==> src/rtl/neighbor_loss_handler_pkg.sv <==
// rtl/neighbor_loss_handler_pkg.sv - shared router types: node id and neighbour-loss FSM states
package types;

   typedef logic [7:0] node_id_t;

   typedef enum logic [1:0] {
      IDLE,
      JOIN_REQ,
      WAIT_ACK,
      ORPHAN
   } neighbor_loss_state_t;

endpackage

==> src/rtl/neighbor_loss_handler_id_fifo.sv <==
// rtl/neighbor_loss_handler_id_fifo.sv - generic node id sync FIFO with valid/ready pop and overflow pulse
module id_fifo
   import types::*;
#(
   parameter int DEPTH = 4
) (
   input  logic     clk,
   input  logic     rst,
   input  logic     push_valid,
   input  node_id_t push_id,
   output logic     pop_valid,
   output node_id_t pop_id,
   input  logic     pop_ready,
   output logic     overflow
);

   localparam int AW = $clog2(DEPTH);

   node_id_t    mem [DEPTH];
   logic [AW:0] wr_ptr;
   logic [AW:0] rd_ptr;
   logic        empty;
   logic        full;
   logic        pop;
   logic        push_ok;

   // Extra wrap bit distinguishes full from empty when the index bits match.
   assign empty   = (wr_ptr == rd_ptr);
   assign full    = (wr_ptr[AW] != rd_ptr[AW]) && (wr_ptr[AW-1:0] == rd_ptr[AW-1:0]);
   assign pop     = !empty && pop_ready;
   assign push_ok = push_valid && (!full || pop);

   assign pop_valid = !empty;
   assign pop_id    = mem[rd_ptr[AW-1:0]];
   assign overflow  = push_valid && full && !pop;

   always_ff @(posedge clk or posedge rst) begin
      if (rst) begin
         wr_ptr <= '0;
         rd_ptr <= '0;
         for (int i = 0; i < DEPTH; i++) begin
            mem[i] <= '0;
         end
      end else begin
         if (push_ok) begin
            mem[wr_ptr[AW-1:0]] <= push_id;
            wr_ptr              <= wr_ptr + 1'b1;
         end
         if (pop) begin
            rd_ptr <= rd_ptr + 1'b1;
         end
      end
   end

endmodule

==> src/rtl/neighbor_loss_handler.sv <==
// rtl/neighbor_loss_handler.sv - buffers expired neighbour ids for purge and re-joins when the parent is lost
module neighbor_loss_handler
   import types::*;
#(
   parameter int FIFO_DEPTH  = 4,
   parameter int ACK_TIMEOUT = 200,
   parameter int MAX_RETRY   = 3
) (
   input  logic     nocclk,
   input  logic     rst,
   input  node_id_t in_invalid_id,
   input  logic     in_invalid_id_valid,
   input  logic     in_is_parent_id_invalid,
   output node_id_t out_purge_id,
   output logic     out_purge_valid,
   input  logic     in_purge_ready,
   input  logic     in_join_start,
   output logic     out_join_req_valid,
   input  logic     in_join_req_ready,
   input  logic     in_join_ack_valid,
   input  node_id_t in_join_ack_id,
   output node_id_t out_parent_id,
   output logic     out_parent_valid,
   output logic     out_orphan,
   output logic     out_fifo_overflow
);

   localparam int TW = $clog2(ACK_TIMEOUT + 1);
   localparam int RW = $clog2(MAX_RETRY + 1);

   neighbor_loss_state_t state, state_nxt;
   logic [TW-1:0]        timer, timer_nxt;
   logic [RW-1:0]        retry, retry_nxt;
   node_id_t             parent_id_nxt;
   logic                 parent_valid_nxt;
   logic                 overflow_pulse;
   logic                 parent_lost;

   id_fifo #(.DEPTH(FIFO_DEPTH)) u_id_fifo (
      .clk        (nocclk),
      .rst        (rst),
      .push_valid (in_invalid_id_valid),
      .push_id    (in_invalid_id),
      .pop_valid  (out_purge_valid),
      .pop_id     (out_purge_id),
      .pop_ready  (in_purge_ready),
      .overflow   (overflow_pulse)
   );

   assign parent_lost        = in_invalid_id_valid && in_is_parent_id_invalid && out_parent_valid;
   assign out_join_req_valid = (state == JOIN_REQ);
   assign out_orphan         = (state == ORPHAN);

   always_ff @(posedge nocclk or posedge rst) begin
      if (rst) begin
         state             <= IDLE;
         timer             <= '0;
         retry             <= '0;
         out_parent_id     <= '0;
         out_parent_valid  <= 1'b0;
         out_fifo_overflow <= 1'b0;
      end else begin
         state             <= state_nxt;
         timer             <= timer_nxt;
         retry             <= retry_nxt;
         out_parent_id     <= parent_id_nxt;
         out_parent_valid  <= parent_valid_nxt;
         out_fifo_overflow <= out_fifo_overflow | overflow_pulse;
      end
   end

   // Losing the parent restarts the join sequence from any state.
   always_comb begin
      state_nxt        = state;
      timer_nxt        = timer;
      retry_nxt        = retry;
      parent_id_nxt    = out_parent_id;
      parent_valid_nxt = out_parent_valid;
      if (parent_lost) begin
         parent_valid_nxt = 1'b0;
         retry_nxt        = '0;
         timer_nxt        = '0;
         state_nxt        = JOIN_REQ;
      end else begin
         unique case (state)
            IDLE: begin
               if (in_join_start) begin
                  retry_nxt = '0;
                  state_nxt = JOIN_REQ;
               end
            end
            JOIN_REQ: begin
               if (in_join_req_ready) begin
                  timer_nxt = '0;
                  state_nxt = WAIT_ACK;
               end
            end
            WAIT_ACK: begin
               if (in_join_ack_valid) begin
                  parent_id_nxt    = in_join_ack_id;
                  parent_valid_nxt = 1'b1;
                  state_nxt        = IDLE;
               end else if (timer == TW'(ACK_TIMEOUT - 1)) begin
                  retry_nxt = retry + 1'b1;
                  state_nxt = (int'(retry) + 1 < MAX_RETRY) ? JOIN_REQ : ORPHAN;
               end else begin
                  timer_nxt = timer + 1'b1;
               end
            end
            ORPHAN: begin
               if (in_join_start) begin
                  retry_nxt = '0;
                  state_nxt = JOIN_REQ;
               end else if (in_join_ack_valid) begin
                  parent_id_nxt    = in_join_ack_id;
                  parent_valid_nxt = 1'b1;
                  state_nxt        = IDLE;
               end
            end
            default: state_nxt = IDLE;
         endcase
      end
   end

endmodule
==> config.mk <==
export PLATFORM = sky130hd
export DESIGN_NAME = neighbor_loss_handler
export DESIGN_NICKNAME = d
export VERILOG_FILES = /design/src/rtl/neighbor_loss_handler_pkg.sv /design/src/rtl/neighbor_loss_handler_id_fifo.sv /design/src/rtl/neighbor_loss_handler.sv
export SDC_FILE = /design/constraint.sdc
export NUM_CORES = 1
export LEC_CHECK = 0
export BUFFER_PORTS_ARGS = -buffer_cell sky130_fd_sc_hd__buf_2
export CAP_MARGIN = 20
export CORE_MARGIN = 5
export CORE_UTILIZATION = 54
export CTS_BUF_LIST = sky130_fd_sc_hd__clkbuf_8
export CTS_CLUSTER_DIAMETER = 100
export CTS_CLUSTER_SIZE = 30
export DETAILED_ROUTE_END_ITERATION = 7
export GPL_TIMING_DRIVEN = 1
export PLACE_DENSITY = 0.79
export SLEW_MARGIN = 40
export SYNTH_ARGS = -nofsm -noshare
export SYNTH_HDL_FRONTEND = slang
export SYNTH_HIERARCHICAL = 1
export SYNTH_SLANG_ARGS = --single-unit
==> constraint.sdc <==
create_clock -name nocclk -period 1.9 [get_ports nocclk]
set_input_delay 0.57 -clock nocclk [delete_from_list [all_inputs] [get_ports nocclk]]
set_output_delay 0.57 -clock nocclk [all_outputs]
set_load 0.01 [all_outputs]
# == Yosys cells after proc, flatten, opt, wreduce, memory -nomap -nowiden ==
# Cells that the tools add are included.
# Widths: inputs -> output; s select.
# totals
regBits,60
latchBits,0
ramBits,0
mem_bits_ro,0
input_bits,24
out_inout_bits,21
word_cells,97
mem_count,0
# op_classes
n_addsub,5
n_mul,0
div,0
magnitude_cmp,4
eq_ne,17
n_shift,0
muxes,32
bitwise,4
n_reduce_logical,23
# ops
operator,n
$mux 8,9
$bwmux 32,1
$pmux 8 s2,2
$mux 2,12
$bmux 8 s2,1
$demux 8 s2,1
$ne 3x3->1 const B,4
$reduce_and 4->1,3
$reduce_bool 3->1,3
$add 8x1->8 const B,1
$eq 8x8->1 const B,1
$logic_and 1x1->1,8
$pmux 2 s4,1
$add 3x1->3 const B,2
$ge 3x3->1 const B,2
$ne 3x1->1 const B,2
$not 2->3,2
$eq 2x2->1 const B,2
$ne 4x3->1 const B,1
$ne 4x4->1 const B,1
$pmux 2 s2,1
$add 2x1->3 const B,1
$eq 3x3->1,1
$logic_not 1->1,3
18 further kinds,20

# == Logic depth before layout (Yosys ltp) ==
# depth
depth_word,7
depth_mapped,7
ltp_nobuf,6

# == Cells and area by module ==
# The synthesis kept the hierarchy.
# modules_own_cells
mod,instances,cells_each,area_each_um2
id_fifo,1,116,1906.8
neighbor_loss_handler,1,119,1286.2

# == Worst setup path after synthesis ==
# OpenSTA, ideal clock, no wires.
# synth_timing
path_kind,input -> register
from,input in_purge_ready
to,register u_id_fifo/mem[0] (netlist name)
t_arrival_ps,1855
required_ps,1775
path_slack_ps,-80
cell_stages,3
cell_sequence,buf_1 -> o41ai_4 -> mux2_2
# synth_between
elab_chain_len,3
# synth_rtl
element,line_no,rtl
start: declaration,neighbor_loss_handler.sv:16,"input logic in_purge_ready,"
$logic_and 1x1->1,neighbor_loss_handler_id_fifo.sv:30,assign pop = !empty && pop_ready;
$logic_or 1x1->1,neighbor_loss_handler_id_fifo.sv:31,assign push_ok = push_valid && (!full || pop);
$logic_and 1x1->1,neighbor_loss_handler_id_fifo.sv:31,
end signal: indexed assignment,neighbor_loss_handler_id_fifo.sv:46,mem[wr_ptr[AW-1:0]] <= push_id;
end: declaration,neighbor_loss_handler_id_fifo.sv:19,node_id_t mem [DEPTH];
# Every way passes these cells.
# A chain may end at the register's enable or synchronous reset.

# == Worst setup path after layout ==
# layout_timing
from,register u_id_fifo.rd_ptr[0]
to,output out_purge_id[3]
# layout_between
elab_chain_len,4
# layout_rtl
element,line_no,rtl
start: declaration,neighbor_loss_handler_id_fifo.sv:21,logic [AW:0] rd_ptr;
start signal: assignment,neighbor_loss_handler_id_fifo.sv:50,rd_ptr <= rd_ptr + 1'b1;
$not 2->3 (implied by the code),neighbor_loss_handler_id_fifo.sv:34,assign pop_id = mem[rd_ptr[AW-1:0]];
$bmux 8 s2,neighbor_loss_handler_id_fifo.sv:34,
$mux 8 (implied by the code) (2 in series),neighbor_loss_handler_id_fifo.sv:34,
end: declaration,neighbor_loss_handler.sv:14,"output node_id_t out_purge_id,"
# Every way passes these cells. The select of a mux whose other input is x is not followed.

==> summary.txt <==
Critical path
  – Critical Path Start Type: flop
  – Crit-path cells: buf_6 > mux4_2 > buf_6
  – CP most frequent cell: buf_6
  – Slowest CP cell: mux4_2
  – Crit-path leading delay family: multiplexers
  – CP bufs+invs: 2
  – Crit path capture type: primary output
  – Worst stage delay on the critical path: between 0.5 and 0.6 ns
  – Critical path class: flop to primary output
  – Crit path DAT: around 1.6 ns
  – CP required: around 1.3 ns
  – Worst-path fanout max: 7

STA
  – Final WS setup: -0.2276 ns
  – Fin crit period: 2.128 ns
  – Setup-failing EPs final: 17
  – Final Hold Viols: 0
  – Pins Over Slew Limit: 0
  – RSZ-0062 raised after global routing: true
  – Worst-Margin Slew: slightly below 0.5 ns
  – Layout Skew: ~0.0061 ns
  – Rel. slew slack: roughly two thirds
  – F_max: ~470 MHz
  – Tcrit/Tclk final: 112.0%
  – Setup Total Neg Slack: -1.874 ns

Synthesis
  – Commonest cells post-synth: dfrtp_1, mux2_2, ha_1, inv_1, nand3_1
  – Synth Cell Area: roughly 3200 µm²
  – Top FF cell, synth: dfrtp_1
  – Cells after synthesis: between 200 and 250
  – Synth Net Count: between 200 and 300
  – Synth warn: 6
  – Top-count cell post-synth: dfrtp_1
  – Synth area leaders: dfrtp_1, mux2_2, mux4_2, ha_1, o41ai_4
  – Leading area contributor after synthesis: dfrtp_1
  – Syn avg cell area: 13.59 µm²
  – Synth unique cells: 52
  – Post-synth EDFFs: 0
  – Register area share after synthesis: 47.02%
  – Post-synth ARST share: between 90% and 100%
  – Synth top area share: between 40% and 50%
  – #FFs+latches synth: 60

Drt
  – Detailed Route WL: between 6000 and 7000 µm
  – Via density: 5.715
  – Detailed Route Iter0 Violations: between 100 and 150
  – DRC errors left: 0
  – DR WL/cell: about 17 µm
  – Antenna-violating nets left: 0
  – Via total after detailed routing: ~2200
  – Drt pass-1 iters: 4

Placement
  – Placed Area: 3686 µm²
  – Total placed cells including tap cells: approximately 370
  – Buffers on Ports: 44
  – Detailed-placement wirelength estimate: 4782 µm
  – Final Wtd Congestion: around 0.87

CTS
  – Clk Latency, worst-skew pair: about 0.33 ns
  – CTS tree: yes
  – Clk Tree Root Cell: clkbuf_8
  – TritonCTS buffer count: 9
  – Clock sink count: 60
  – CTS clk-pin slew, worst paths: about 0.06 ns
  – CTS max path bufs: 2
  – Post-CTS Hold Fix Bufs: 0
  – H-tree depth: 3

Global route
  – GRT Total Usage: between 20% and 30%
  – Initial antenna violation count: 0
  – Grt ovf: 0
  – Vias in the first global route: between 2000 and 2500
  – Pin count of the biggest net entering global routing: 39
  – First-pass GRT wire length: between 10000 and 15000 µm

Layout
  – FILL cells: around 400
  – Area Overhead vs Synth: 26.14%
  – Fraction of layout cells with a size suffix above 1: around half
  – Nets: between 300 and 400
  – Fin cells: between 300 and 400
  – Fin area: 4028 µm²
  – Final Core Density: between 60 and 70%
  – # diodes: 0

Worst hold path
  – Hold crit path type: primary input to async pin

Job
  – Max-cap violations: 0

Die
  – Cell Rows: 28
  – DIE HEIGHT: 86.90 µm
  – Chip Width: a little under 90 µm
  – Starting density of the core: 54.58%
  – Core footprint: just under 6000 µm²
  – I/O pins: 45
  – Die Footprint: roughly 7600 µm²

Power and ir drop
  – Worst VDD drop: ~1.1 mV
  – Power, Total: around 7 mW
  – Leak: between 1.5 and 2 nW
  – Power per Cell Area: ~1800 nW/µm²

Status
  – Failing checks: setup timing
  – Outcome: complete, but fails checks
per-layer routing:
layer	vias up	global-route usage, %	part of all wire [%]	wire length [µm]
met5	-	0	0	0
met4	0	8.215	1.8	120
met3	11	3.974	4.0	271
met2	50	32.23	50	3361
met1	1145	26.51	44	2996
li1	1040	-	-	-
timing repair:
item,CTS,global route
pin swaps,4,3
buffers inserted,1,7
setup endpoints to repair,9,41
resized for setup,13,7
layout make-up:
type                            count  area [µm²]  share of cell area, %
Inverter                           12       45.04                  1.118
Sequential cell                    60        1505                  37.37
Multi-Input combinational cell    157        1652                  41.01
Clock buffer                       11       151.4                  3.759
Clock inverter                      3       38.79                 0.9630
Tap cell                           75       93.84                  2.330
Timing Repair Buffer               75       541.8                  13.45
where the power goes:
part / internal (mW) / switching (mW) / leakage (nW)
clock: 0.656 / 0.454 / 0.102
combinational: 2.05 / 1.70 / 0.985
sequential: 1.87 / 0.411 / 0.726
total: 4.58 / 2.57 / 1.81
registers in the layout, indices dropped and copies added (netlist names):
| register | flops |
|---|---|
| u_id_fifo/mem | 32 |
| out_parent_id | 8 |
| timer | 8 |
| u_id_fifo/rd_ptr | 3 |
| u_id_fifo/wr_ptr | 3 |
| retry | 2 |
| state | 2 |
| out_fifo_overflow | 1 |
| out_parent_valid | 1 |
stage by stage:
| stage | setup slack [ns] | hold WS, ns |
|---|---|---|
| after global placement | 0.05255 | 0.4490 |
| after floorplan | 0.02899 | 0.4589 |
| after detailed placement | 0.02481 | 0.4453 |
| after CTS | -0.2234 | 0.2836 |
| final | -0.2276 | 0.2817 |
| after global routing | -0.2849 | 0.3044 |
layout by cell type (no fill, tap or decap), types with 3 or more instances in the layout:
master and instances:
mux2i_1 4, nor2_1 6, buf_2 40, clkbuf_8 11
buf_6 9, mux2_2 41, nand2b_1 3, and2_1 4
and3_1 4, buf_12 3, ha_1 12, dfrtp_2 3
a41oi_1 3, mux4_2 8, nand3_1 10, o41ai_4 5
o21a_1 3, inv_1 13, xnor2_1 3, a21oi_1 5
buf_4 22, o211ai_1 4, a31oi_1 3, dfrtp_1 57
nand2_1 6
worst paths after layout:
kind / depth (start not counted) / start / slack [ns] / endpoint
max in group asynchronous: 3 / rst / 1.17 / u_id_fifo/wr_ptr[2]
max reg2reg: 6 / u_id_fifo/rd_ptr[0] / -0.02 / u_id_fifo/mem[18]
min reg2reg: 1 / out_fifo_overflow / 0.46 / out_fifo_overflow
min: 3 / rst / 0.28 / out_parent_id[3]
min in group nocclk: 1 / out_fifo_overflow / 0.46 / out_fifo_overflow
max: 3 / u_id_fifo/rd_ptr[0] / -0.23 / out_purge_id[3]
worst register-to-register path, delay by kind of cell, from the launching register on:
| family | cells | cell delay [ns] |
|---|---|---|
| muxes | 1 | 0.34 |
| xor gates and xnor gates | 1 | 0.19 |
| buffers and inverters | 3 | 0.53 |
| AOI/OAI and AO/OA | 1 | 0.33 |
| DFF | 1 | 0.41 |
cell families after synthesis:
| kind of cell | Yosys count | synth area share (%) |
|---|---|---|
| flip-flops | 60 | 47.02 |
| multiplexers | 55 | 22.18 |
| AND/OR/NAND/NOR | 44 | 7.916 |
| AO/OA/AOI/OAI | 38 | 12.19 |
| buffers and inverters | 18 | 2.625 |
| adder cells (fa/ha/maj) | 13 | 5.094 |
| XOR/XNOR | 7 | 2.979 |
Note: power is estimated with default switching activity, not from simulation.
